`src/rtl/disp_pkg.sv`:
```
// Shared types and constants for the 4-digit multiplexed 7-segment scan path.
package disp_pkg;

  localparam int           NUM_DIGITS = 4;
  localparam logic [3:0]   AN_OFF     = 4'b1111;
  localparam logic         LE_BLANK   = 1'b1;
  localparam logic         POINT_ON   = 1'b1;

  typedef logic [3:0] digit_t;

  typedef struct packed {
    logic [15:0] hex;
    logic [3:0]  points;
    logic [3:0]  les;
  } disp_t;

  localparam disp_t DISP_RESET = '{hex: 16'h0000, points: 4'h0, les: 4'hF};

  // Active-low anode pattern for one digit; a blanked digit keeps every anode off.
  function automatic logic [3:0] an_for(input logic [1:0] idx, input logic blank);
    logic [3:0] w_onehot;
    w_onehot = 4'b0001 << idx;
    return (blank == LE_BLANK) ? AN_OFF : ~w_onehot;
  endfunction

endpackage

```
`src/rtl/disp_scan4_prescaler.sv`:
```
// Free-running scan prescaler; tick is high while the counter sits at all ones.
module scan_prescaler #(
  parameter int DIV_WIDTH = 17
) (
  input  logic clk,
  input  logic rst_n,
  output logic o_tick
);

  logic [DIV_WIDTH-1:0] r_cnt;

  always_ff @(posedge clk or negedge rst_n) begin
    if (!rst_n) begin
      r_cnt <= '0;
    end else begin
      r_cnt <= r_cnt + 1'b1;
    end
  end

  assign o_tick = &r_cnt;

endmodule

```
`src/rtl/disp_scan4.sv`:
```
// Digit scan controller: double-buffered display data, committed only on the 3->0 wrap.
module disp_scan4
  import disp_pkg::*;
#(
  parameter int DIV_WIDTH = 17
) (
  input  logic        clk,
  input  logic        rst_n,
  input  logic [15:0] hexs,
  input  logic [3:0]  points,
  input  logic [3:0]  les,
  input  logic        load,
  output digit_t      hex_out,
  output logic        point_out,
  output logic        le_out,
  output logic [3:0]  AN,
  output logic        frame_done
);

  logic       w_tick;
  logic       w_wrap;
  logic [1:0] w_idx_next;
  disp_t      w_inputs;
  disp_t      w_disp_next;
  logic       w_pending_next;

  logic [1:0] r_idx;
  logic       r_pending;
  disp_t      r_staging;
  disp_t      r_display;

  scan_prescaler #(
    .DIV_WIDTH (DIV_WIDTH)
  ) u_prescaler (
    .clk    (clk),
    .rst_n  (rst_n),
    .o_tick (w_tick)
  );

  assign w_inputs   = '{hex: hexs, points: points, les: les};
  assign w_wrap     = w_tick && (r_idx == 2'(NUM_DIGITS - 1));
  assign w_idx_next = w_tick ? r_idx + 2'd1 : r_idx;

  // A load coinciding with the wrap bypasses staging so it is not held for a full frame.
  always_comb begin
    w_disp_next    = r_display;
    w_pending_next = r_pending;
    if (w_wrap) begin
      if (load) begin
        w_disp_next = w_inputs;
      end else if (r_pending) begin
        w_disp_next = r_staging;
      end
      w_pending_next = 1'b0;
    end else if (load) begin
      w_pending_next = 1'b1;
    end
  end

  always_ff @(posedge clk or negedge rst_n) begin
    if (!rst_n) begin
      r_idx      <= 2'd0;
      r_pending  <= 1'b0;
      r_staging  <= DISP_RESET;
      r_display  <= DISP_RESET;
      hex_out    <= '0;
      point_out  <= 1'b0;
      le_out     <= LE_BLANK;
      AN         <= AN_OFF;
      frame_done <= 1'b0;
    end else begin
      r_idx      <= w_idx_next;
      r_pending  <= w_pending_next;
      r_display  <= w_disp_next;
      frame_done <= w_wrap;
      if (load) begin
        r_staging <= w_inputs;
      end
      if (w_tick) begin
        hex_out   <= w_disp_next.hex[{w_idx_next, 2'b00} +: 4];
        point_out <= w_disp_next.points[w_idx_next];
        le_out    <= w_disp_next.les[w_idx_next];
        AN        <= an_for(w_idx_next, w_disp_next.les[w_idx_next]);
      end
    end
  end

endmodule
```
`config.mk`:
```
export PLATFORM = sky130hd
export DESIGN_NAME = disp_scan4
export DESIGN_NICKNAME = d
export VERILOG_FILES = /design/src/rtl/disp_pkg.sv /design/src/rtl/disp_scan4_prescaler.sv /design/src/rtl/disp_scan4.sv
export SDC_FILE = /design/constraint.sdc
export NUM_CORES = 1
export LEC_CHECK = 0
export ABC_AREA = 0
export CAP_MARGIN = 20
export CELL_PAD_IN_SITES_DETAIL_PLACEMENT = 0
export CELL_PAD_IN_SITES_GLOBAL_PLACEMENT = 1
export CORE_UTILIZATION = 35
export CTS_CLUSTER_SIZE = 24
export DETAILED_ROUTE_END_ITERATION = 10
export GPL_ROUTABILITY_DRIVEN = 1
export PLACE_DENSITY_LB_ADDON = 0.1
export SLEW_MARGIN = 0
export SYNTH_ARGS = -nofsm -noshare
export SYNTH_HDL_FRONTEND = slang
export SYNTH_HIERARCHICAL = 1
export SYNTH_SLANG_ARGS = --single-unit
```
`constraint.sdc`:
```
create_clock -name clk -period 4.2 [get_ports clk]
set_input_delay 0.63 -clock clk [delete_from_list [all_inputs] [get_ports clk]]
set_output_delay 0.63 -clock clk [all_outputs]
set_load 0.1 [all_outputs]
```
==> metrics.txt, run 1 <==
post-synth cell types=48; crit end category=register; CTS resizes=0; utilization after layout=44.2%; ys async rst share=100%; Avg Cell Area, Syn=12.8 um2; PD cells=353 nW/um2; Sink Count=79; placed cells=426; Final period util=71.1%; post-synthesis register bit count=79; core area=9330 um2; setup ws final=1220 ps; routed via count=2107; Syn-to-layout area delta=20.6%; Syn Nets=298; CP cell instances=ha_1, nand3_4, nor4_1, ha_1, o211a_1, buf_4, mux2i_1, o32a_1, a31oi_1; data required time at the worst endpoint=4410 ps; Setup Buffers After CTS=0; EDFF count, synth=0; port bufs=37; critical path startpoint category=register; Max Root-Sink Buffers=2; Static Leak=1.81 nW; Area after DPL=3890 um2; Worst Hold Slack=161 ps; TritonRoute pass-1 iters=4; root buf cell=clkbuf_8; Die H=101 um; Clk pin slew, worst setup/hold paths=90 ps; Crit path arrival time=3200 ps; delay-heaviest family, CP=compound AO/OA/AOI/OAI gates; Worst Skew=12.6 ps; post-route setup TNS=0 ps; slowest stage delay, CP=680 ps; commonest non-fill, non-tap cell in the layout=dfrtp_1; H-tree depth=3; dpl ws=1160 ps; initial DRC count=45; cts hold-fix bufs=0; Hold/Removal Path Class=input port to asynchronous set/reset pin; final hold violation count=0; crit path max fanout=18; yosys warns=6; RSZ-0062 raised after global routing=false; Syn Inst Count=268; min cycle time layout=2980 ps; initial core utilization=36.6%; grt total ovfl=0; Die ar.=10200 um2; fin cells=443; Die Wd=101 um; Power, Total=1.46 mW; CP most frequent cell=ha_1; sequential area share after synthesis=58.3%; Main synth FF type=dfrtp_1; Slew Limit Fails=0; first-pass GRT wire length=11.5 mm; Cell Area, Synth=3420 um2; final net count=339; status=finished, final reports clean; Final Cell Area=4120 um2; fmax=335 MHz; post-DP HPWL=4.51 mm; layout cells sized above 1=22.0%; most frequent cells in the layout=dfrtp_1, nor2_1, clkdlybuf4s50_1; num rows=35; TritonCTS Buffers=9; Final Routed Wirelength=6.75 mm; vias in the first global route=2231; Critical path buffers and inverters=1; relative slew slack=35.0%; Finish-stage setup viols=0; vias per std cell=4.76; gr usage total=15.2%; Routed Antenna Nets=0; initial antenna violation count=0; Placer Congestion=0.711; DRC Markers=0; latest clock arrival within the worst-skew pair=350 ps; CTS tree=built; Worst-Margin Slew=971 ps; CP max stage cell=o211a_1; Max-Cap Viols=0; IR drop worst, VDD=196 uV; largest net degree at the start of global routing=80; io pins=38; ant diodes=0; routed len/inst=15.2 um; critical path class=register to register
[synthesized netlist by cell type (3+ instances only)]
cell type,number,share of area [%]
buf_2,3,0.44
nand3_1,4,0.59
mux2i_1,12,3.5
ha_1,3,1.1
a31oi_1,4,0.73
xnor2_1,8,2.1
buf_6,4,1.3
inv_1,13,1.4
dfrtp_1,66,48
nand2_1,11,1.2
o22a_1,3,0.77
mux2_2,22,7.3
nor2_1,38,4.2
xor2_1,6,1.5
dfstp_2,13,10
o32a_1,11,3.2
nor4_2,3,1.1
nand4_1,4,0.73
[state kept, by name, summed over array words and instances, names as in the netlist]
register	flops
frame_done	1
AN	4
r_staging	24
r_display	24
r_idx	2
u_prescaler/r_cnt	17
hex_out	4
le_out	1
point_out	1
r_pending	1
[metal layers]
layer	share of wire, %	wire length, um	global-route usage [%]
met1	48	3230	19.5
met2	47	3180	24.7
met3	3.5	233	4.44
met4	1.5	99	5.35
met5	0	0	0
[final timing paths]
path,start,to,slack [ps],cells after the start
worst min-delay path,rst_n,r_staging[6],160,1
worst min register to register,r_display[0],r_display[0],460,2
max in group asynchronous,rst_n,AN[2],3380,2
worst max register to register,u_prescaler/r_cnt[0],hex_out[1],1220,9
min in group clk,r_display[0],r_display[0],460,2
worst max-delay path,u_prescaler/r_cnt[0],hex_out[1],1220,9
[cells by family (layout without fill, tap and decap cells)]
kind of cell / Yosys count / after routing / synth area share, %
adders and majority gates: 3 / 3 / 1.10
muxes: 37 / 37 / 11.8
DFF: 79 / 79 / 58.3
and+or+nand+nor: 77 / 77 / 12.5
buffers and inverters: 25 / 71 / 3.95
AOI/OAI and AO/OA: 32 / 32 / 8.28
xor gates and xnor gates: 15 / 15 / 4.06
[layout make-up]
| class | instances | area, um2 |
|---|---|---|
| Clock buffer | 11 | 151 |
| Clock inverter | 5 | 56.3 |
| Fill cell | 903 | 5210 |
| Inverter | 14 | 52.6 |
| Multi-Input combinational cell | 164 | 1290 |
| Sequential cell | 79 | 1990 |
| Tap cell | 129 | 161 |
| Timing Repair Buffer | 41 | 418 |
[where the power goes]
group | internal (mW) | switching [mW] | total, mW | leakage [nW]
clock network | 0.306 | 0.276 | 0.582 | 0.105
logic | 0.0453 | 0.0373 | 0.0827 | 0.740
registers | 0.786 | 0.00479 | 0.791 | 0.966
total | 1.14 | 0.318 | 1.46 | 1.81
Note: power is estimated with default switching activity, not from simulation.
==> run 2, diff against run 1 <==
==> constraint.sdc (replaced) <==
create_clock -name clk -period 2.65 [get_ports clk]
set_input_delay 0.3975 -clock clk [delete_from_list [all_inputs] [get_ports clk]]
set_output_delay 0.3975 -clock clk [all_outputs]
set_load 0.1 [all_outputs]
==> run 2 against run 1 <==
  * Clock skew rose by 0.84 ps
  * Worst hold slack got worse by 100 ps
  * Clock power grew 48%
  * Die area unchanged
  * Fmax increased by 23%
  * Core utilization is 0.68 points higher
  * Largest power group unchanged
  * Highest routed layer unchanged
  * Register-to-register slack lost 990 ps
  * Setup slack got worse by 990 ps
  * Count of clock-buffer cells in the layout fell by 2
==> metrics.txt, run 2 (synthesis gave the netlist of run 1 again) <==
relative slew slack=56.9% (+22 points); IR drop worst, VDD=350 uV (+79%); port bufs=37 (unchanged); initial antenna violation count=0 (unchanged); Syn-to-layout area delta=22.5%; post-route setup TNS=0 ps (unchanged); setup ws final=229 ps (-986 ps); largest net degree at the start of global routing=49 (-39%); routed len/inst=14.7 um (-3.6%); Placer Congestion=0.760 (+6.9%); Die ar.=10200 um2 (unchanged); Slew Limit Fails=0 (unchanged); Reg2Reg Capture Point=AN[1]; Power, Total=2.24 mW (+54%); final hold violation count=0 (unchanged); Worst-Margin Slew=646 ps (-325 ps); latest clock arrival within the worst-skew pair=350 ps (about the same); utilization after layout=44.9% (+0.68 points); num rows=35 (unchanged); grt total ovfl=0 (unchanged); total area of sequential cells=1990 um2 (unchanged); final net count=348 (+2.7%); io pins=38 (unchanged); crit end category=register; fmax=413 MHz (+23%); layout cells sized above 1=28.0% (+6.0 points); data required time at the worst endpoint=2920 ps (-1490 ps); routed via count=2166 (+2.8%); Static Leak=1.84 nW (+1.8%); ant diodes=0 (unchanged); worst r2r src=u_prescaler/r_cnt[4]; Worst Skew=13.4 ps (+0.841 ps); Reg2Reg Setup Slack=230 ps (-990 ps); Sink Count=79 (unchanged); Max-Cap Viols=0 (unchanged); vias per std cell=4.80 (+0.98%); vias in the first global route=2280 (+2.2%); core area=9330 um2 (unchanged); PD cells=536 nW/um2 (+52%); commonest non-fill, non-tap cell in the layout=dfrtp_1; H-tree depth=3 (unchanged); post-DP HPWL=4.72 mm (+4.7%); initial core utilization=36.6% (unchanged); status=finished, final reports clean; crit path max fanout=6 (-12); min cycle time layout=2420 ps (-564 ps); RSZ-0062 raised after global routing=false; Fillers=927 (+2.7%); cts hold-fix bufs=0 (unchanged); root buf cell=clkbuf_8; Max Root-Sink Buffers=2 (unchanged); critical path startpoint category=register; Die H=101 um (unchanged); crit path launch=u_prescaler/r_cnt[4]; Final period util=91.3% (+20 points); Hold/Removal Path Class=input port to asynchronous set/reset pin; Regs by FF count=r_display x24, r_staging x24, u_prescaler/r_cnt x17; CTS tree=built; TritonCTS Buffers=9 (unchanged); DRC Markers=0 (unchanged); critical path class=register to register; initial DRC count=60 (+33%); most frequent cells in the layout=dfrtp_1, nor2_1, clkdlybuf4s50_1; Multi-input gate area=1300 um2 (+1.2%); Routed Antenna Nets=0 (unchanged); dpl ws=141 ps (-1020 ps); TritonRoute pass-1 iters=4 (unchanged); Crit path arrival time=2690 ps (-510 ps); Final Routed Wirelength=6.62 mm (-1.9%); R2R cell count=8 (-1); Finish-stage setup viols=0 (unchanged); gr usage total=14.9% (-0.35 points); Clk pin slew, worst setup/hold paths=80 ps (about the same); end of the critical path=AN[1]; first-pass GRT wire length=11.3 mm (-1.7%); Die Wd=101 um (unchanged)
[run 2: critical path, stage by stage (launching register included)]
cell and delay [ps]:
dfrtp_1 480, nand4_4 170, nor4_1 320, ha_2 280
buf_4 170, xor2_2 220, mux2i_1 230, o22ai_1 170
o32a_1 310
[run 2: layout make-up]
class	count	share of cell area, %
clock inverters	6	1.49
multi-input cells	164	31.2
flip-flops and latches	79	47.6
well taps	129	3.86
repair buffers	50	11.7
inverters	14	1.26
clock buffers	9	2.96
[run 2: routing by layer]
metal,track usage [%],wire length (um)
met1,19.7,3240
met3,3.33,221
met4,6.13,116
met2,23.7,3050
met5,0,0
[run 2: repair_timing]
item	in CTS	in global routing
buffers inserted	0	0
endpoints found under the setup margin	0	2
gates resized for setup	0	3
[run 2: power by group]
group	leakage (nW)	switching, mW	internal, mW
Sequential	0.966	0.00756	1.25
Clock	0.0871	0.433	0.426
Combinational	0.790	0.0589	0.0734
Total	1.84	0.499	1.75
[run 2: metrics by stage]
stage                     area (um2)  cells  hold WS [ps]
after global routing            4190    451           111
after global placement          3980    436           452
after floorplan                 3420    268           102
final                           4190    451          58.3
after CTS                       4170    451          79.3
after detailed placement        3980    436           453
[run 2: worst min path at each step]
stage | start | endpoint | slack (ps)
2_1_floorplan | rst_n | frame_done | 100
3_3_place_gp | r_display[0] | r_display[0] | 450
4_1_cts | rst_n | r_staging[9] | 80
6_report | rst_n | r_staging[9] | 60
5_1_grt | rst_n | r_staging[9] | 110
3_5_place_dp | r_display[0] | r_display[0] | 450
==> run 3, diff against run 2 <==
--- a/config.mk
+++ b/config.mk
@@ -17,5 +17,4 @@
 export SLEW_MARGIN = 0
 export SYNTH_ARGS = -nofsm -noshare
 export SYNTH_HDL_FRONTEND = slang
-export SYNTH_HIERARCHICAL = 1
 export SYNTH_SLANG_ARGS = --single-unit
==> run 3 against run 2 <==
  * Fmax shrank 1.5%
  * Critical endpoint is now hex_out[3]
  * Cell area is 3.6% lower
  * Critical path depth increased by 1
  * Clock power increased by 14%
  * Worst hold slack improved by 110 ps
  * Cell count decreased by 10%
  * Synthesized area shrank 5.3%
  * Sequential power hardly changed
  * Die area fell by 5.2%
  * Highest routed layer unchanged
  * Core utilization is 0.73 points higher
==> metrics.txt, run 3 <==
EDFF count, synth=0 (unchanged); commonest non-fill, non-tap cell in the layout=dfrtp_1; power share of the sequential group=53.1% (-2.7 points); Regs by FF count=r_display x24, r_staging x24, u_prescaler.r_cnt x17; critical path class=register to register; routed via count=1943 (-10%); final hold violation count=0 (unchanged); Internal=1.85 mW (+6.1%); TritonRoute pass-1 iters=6 (+2); gr usage total=14.2% (-0.69 points); crit path max fanout=7 (+1); min cycle time layout=2460 ps (+36.8 ps); Die H=98.2 um (-2.6%); total area of sequential cells=1990 um2 (unchanged); Area contributors post-synth=dfrtp_1, mux2_2, dfstp_2; fmax=407 MHz (-1.5%); Cell Area, Synth=3240 um2 (-5.3%); root buf cell=clkbuf_8; sequential area share after synthesis=61.6% (+3.2 points); DRC Markers=0 (unchanged); Critical path buffers and inverters=1 (unchanged); CP max stage cell=dfrtp_1; TritonCTS Buffers=9 (unchanged); post-DP HPWL=4.01 mm (-15%); initial core utilization=36.6% (-0.052 points); CTS tree=built; Multi-input gate area=1170 um2 (-10%); status=finished, final reports clean; Final period util=92.7% (+1.4 points); Reg2Reg Setup Slack=190 ps (-40 ps); top cells by count, synth=dfrtp_1, mux2_2, nor2_1, dfstp_2; initial antenna violation count=0 (unchanged); Area after DPL=3760 um2 (-5.7%); post-route setup TNS=0 ps (unchanged); CP cell instances=nand4_1, nor3_2, and3_4, ha_1, o211a_4, buf_12, mux2_4, a222oi_1, a21oi_1; Clk pin slew, worst setup/hold paths=90 ps (about the same); net load switching power=0.505 mW (+1.2%); Routed Antenna Nets=0 (unchanged); relative slew slack=39.2% (-18 points); vias per std cell=4.81 (+0.14%); H-tree depth=3 (unchanged); io pins=38 (unchanged); vias in the first global route=2075 (-9.0%); first-pass GRT wire length=10.5 mm (-7.0%); latest clock arrival within the worst-skew pair=340 ps (about the same); yosys warns=0 (-6); PD cells=584 nW/um2 (+8.9%); ant diodes=0 (unchanged); IR drop worst, VDD=267 uV (-24%); most frequent cells in the layout=dfrtp_1, mux2_2, clkdlybuf4s50_1, buf_4, nor2_1; Finish-stage setup viols=0 (unchanged); post-synth cell types=38 (-21%); worst r2r src=u_prescaler.r_cnt[7]; Placer Congestion=0.662 (-13%); Worst Skew=8.48 ps (-4.93 ps); Final Cell Area=4040 um2 (-3.6%); Avg Cell Area, Syn=13.8 um2 (+8.0%); post-synthesis register bit count=79 (unchanged); Hold/Removal Path Class=input port to asynchronous set/reset pin; Sink Count=79 (unchanged); share of Yosys cell area claimed by the top area cell type=51.0% (+2.7 points); crit end category=register; Fillers=813 (-12%); layout cells sized above 1=33.8% (+5.8 points); Die Wd=98.2 um (-2.6%); largest net degree at the start of global routing=74 (+51%); Main synth FF type=dfrtp_1; Static Leak=1.80 nW (-2.4%); Worst-Margin Slew=912 ps (+265 ps); num rows=34 (-2.9%); count leader, synth=dfrtp_1; delay-heaviest family, CP=compound AO/OA/AOI/OAI gates; critical path startpoint category=register; grt total ovfl=0 (unchanged); port bufs=37 (unchanged); R2R cell count=9 (+1); Combinational Power Share=5.3% (-0.6 points); Final Routed Wirelength=6.13 mm (-7.4%); Syn Nets=266 (-11%); Syn-to-layout area delta=24.7%; Net Sw Frac=21.4% (-0.81 points); Die ar.=9640 um2 (-5.2%); data required time at the worst endpoint=2870 ps (-50 ps); area leader, netlist=dfrtp_1; Max-Cap Viols=0 (unchanged); Slew Limit Fails=0 (unchanged); ys async rst share=100% (unchanged); slowest stage delay, CP=410 ps (-70 ps); initial DRC count=90 (+50%); clock power share=41.5% (+3.2 points); final net count=322 (-7.5%); routed len/inst=15.2 um (+3.3%); RSZ-0062 raised after global routing=false; Syn Inst Count=235 (-12%); Crit path arrival time=2680 ps (about the same); Reg2Reg Capture Point=hex_out[3]; Power, Total=2.36 mW (+5.0%); core area=8850 um2 (-5.1%); Max Root-Sink Buffers=2 (unchanged)
-- run 3: worst register-to-register path, cell delays in order, from the launching register on --
cell and delay (ps):
dfrtp_1 410, nand4_1 200, nor3_2 230, and3_4 210, ha_1 180, o211a_4 250, buf_12 130, mux2_4 300
a222oi_1 330, a21oi_1 110
-- run 3: how the worst max path moves through the flow --
| stage | from | endpoint | slack (ps) | depth (start not counted) |
|---|---|---|---|---|
| floorplan | u_prescaler.r_cnt[0] | hex_out[3] | 40 | 11 |
| global placement | u_prescaler.r_cnt[0] | hex_out[2] | 110 | 10 |
| detailed placement | u_prescaler.r_cnt[0] | hex_out[2] | 30 | 10 |
| CTS | u_prescaler.r_cnt[0] | hex_out[2] | 20 | 10 |
| global route | u_prescaler.r_cnt[1] | point_out | 20 | 10 |
| finish | u_prescaler.r_cnt[7] | hex_out[3] | 190 | 9 |
-- run 3: cell type report --
| cell class | count | share of cell area (%) |
|---|---|---|
| Tap cell | 108 | 3.35 |
| Timing Repair Buffer | 53 | 12.1 |
| Sequential cell | 79 | 49.4 |
| Multi-Input combinational cell | 141 | 29.0 |
| Clock inverter | 6 | 2.33 |
| Inverter | 7 | 0.651 |
| Clock buffer | 10 | 3.16 |
-- run 3: timing repair --
| item | 4_1_cts | 5_1_grt |
|---|---|---|
| gates resized for setup | 0 | 4 |
| endpoints found under the setup margin | 0 | 9 |
| hold buffers | 0 | 0 |
| setup buffers | 0 | 4 |
-- run 3: routing by layer --
metal | up-vias | track usage, % | routed length [um]
met5 | - | 0 | 0
met2 | 28 | 22.0 | 2900
li1 | 939 | - | -
met4 | 0 | 4.82 | 57
met3 | 4 | 5.01 | 268
met1 | 972 | 18.6 | 2900
-- run 3: cell families after synthesis --
kind of cell | after synthesis | synth area share, %
AO/OA/AOI/OAI | 31 | 7.46
buffers and inverters | 15 | 2.63
multiplexers | 47 | 16.5
flip-flops | 79 | 61.6
XOR/XNOR | 15 | 4.06
adder cells (fa/ha/maj) | 4 | 1.55
AND/OR/NAND/NOR | 44 | 6.22
-- run 3: stage by stage --
step	setup WS (ps)	std cells	utilization (%)	hold WS, ps
after floorplan	41.1	235	-	102
after global placement	112	384	42.4	456
after detailed placement	30.7	384	42.4	455
after CTS	23.3	400	45.0	206
after global routing	18.6	404	45.6	241
final	193	404	45.6	172
-- run 3: power by group through the flow --
stage | registers, mW | logic (mW) | clock network (mW)
after CTS | 1.25 | 0.131 | 1.02
after global routing | 1.26 | 0.142 | 1.07
after global placement | 1.27 | 0.131 | 0
final | 1.25 | 0.126 | 0.979
after detailed placement | 1.28 | 0.131 | 0
after floorplan | 1.27 | 0.0530 | 0
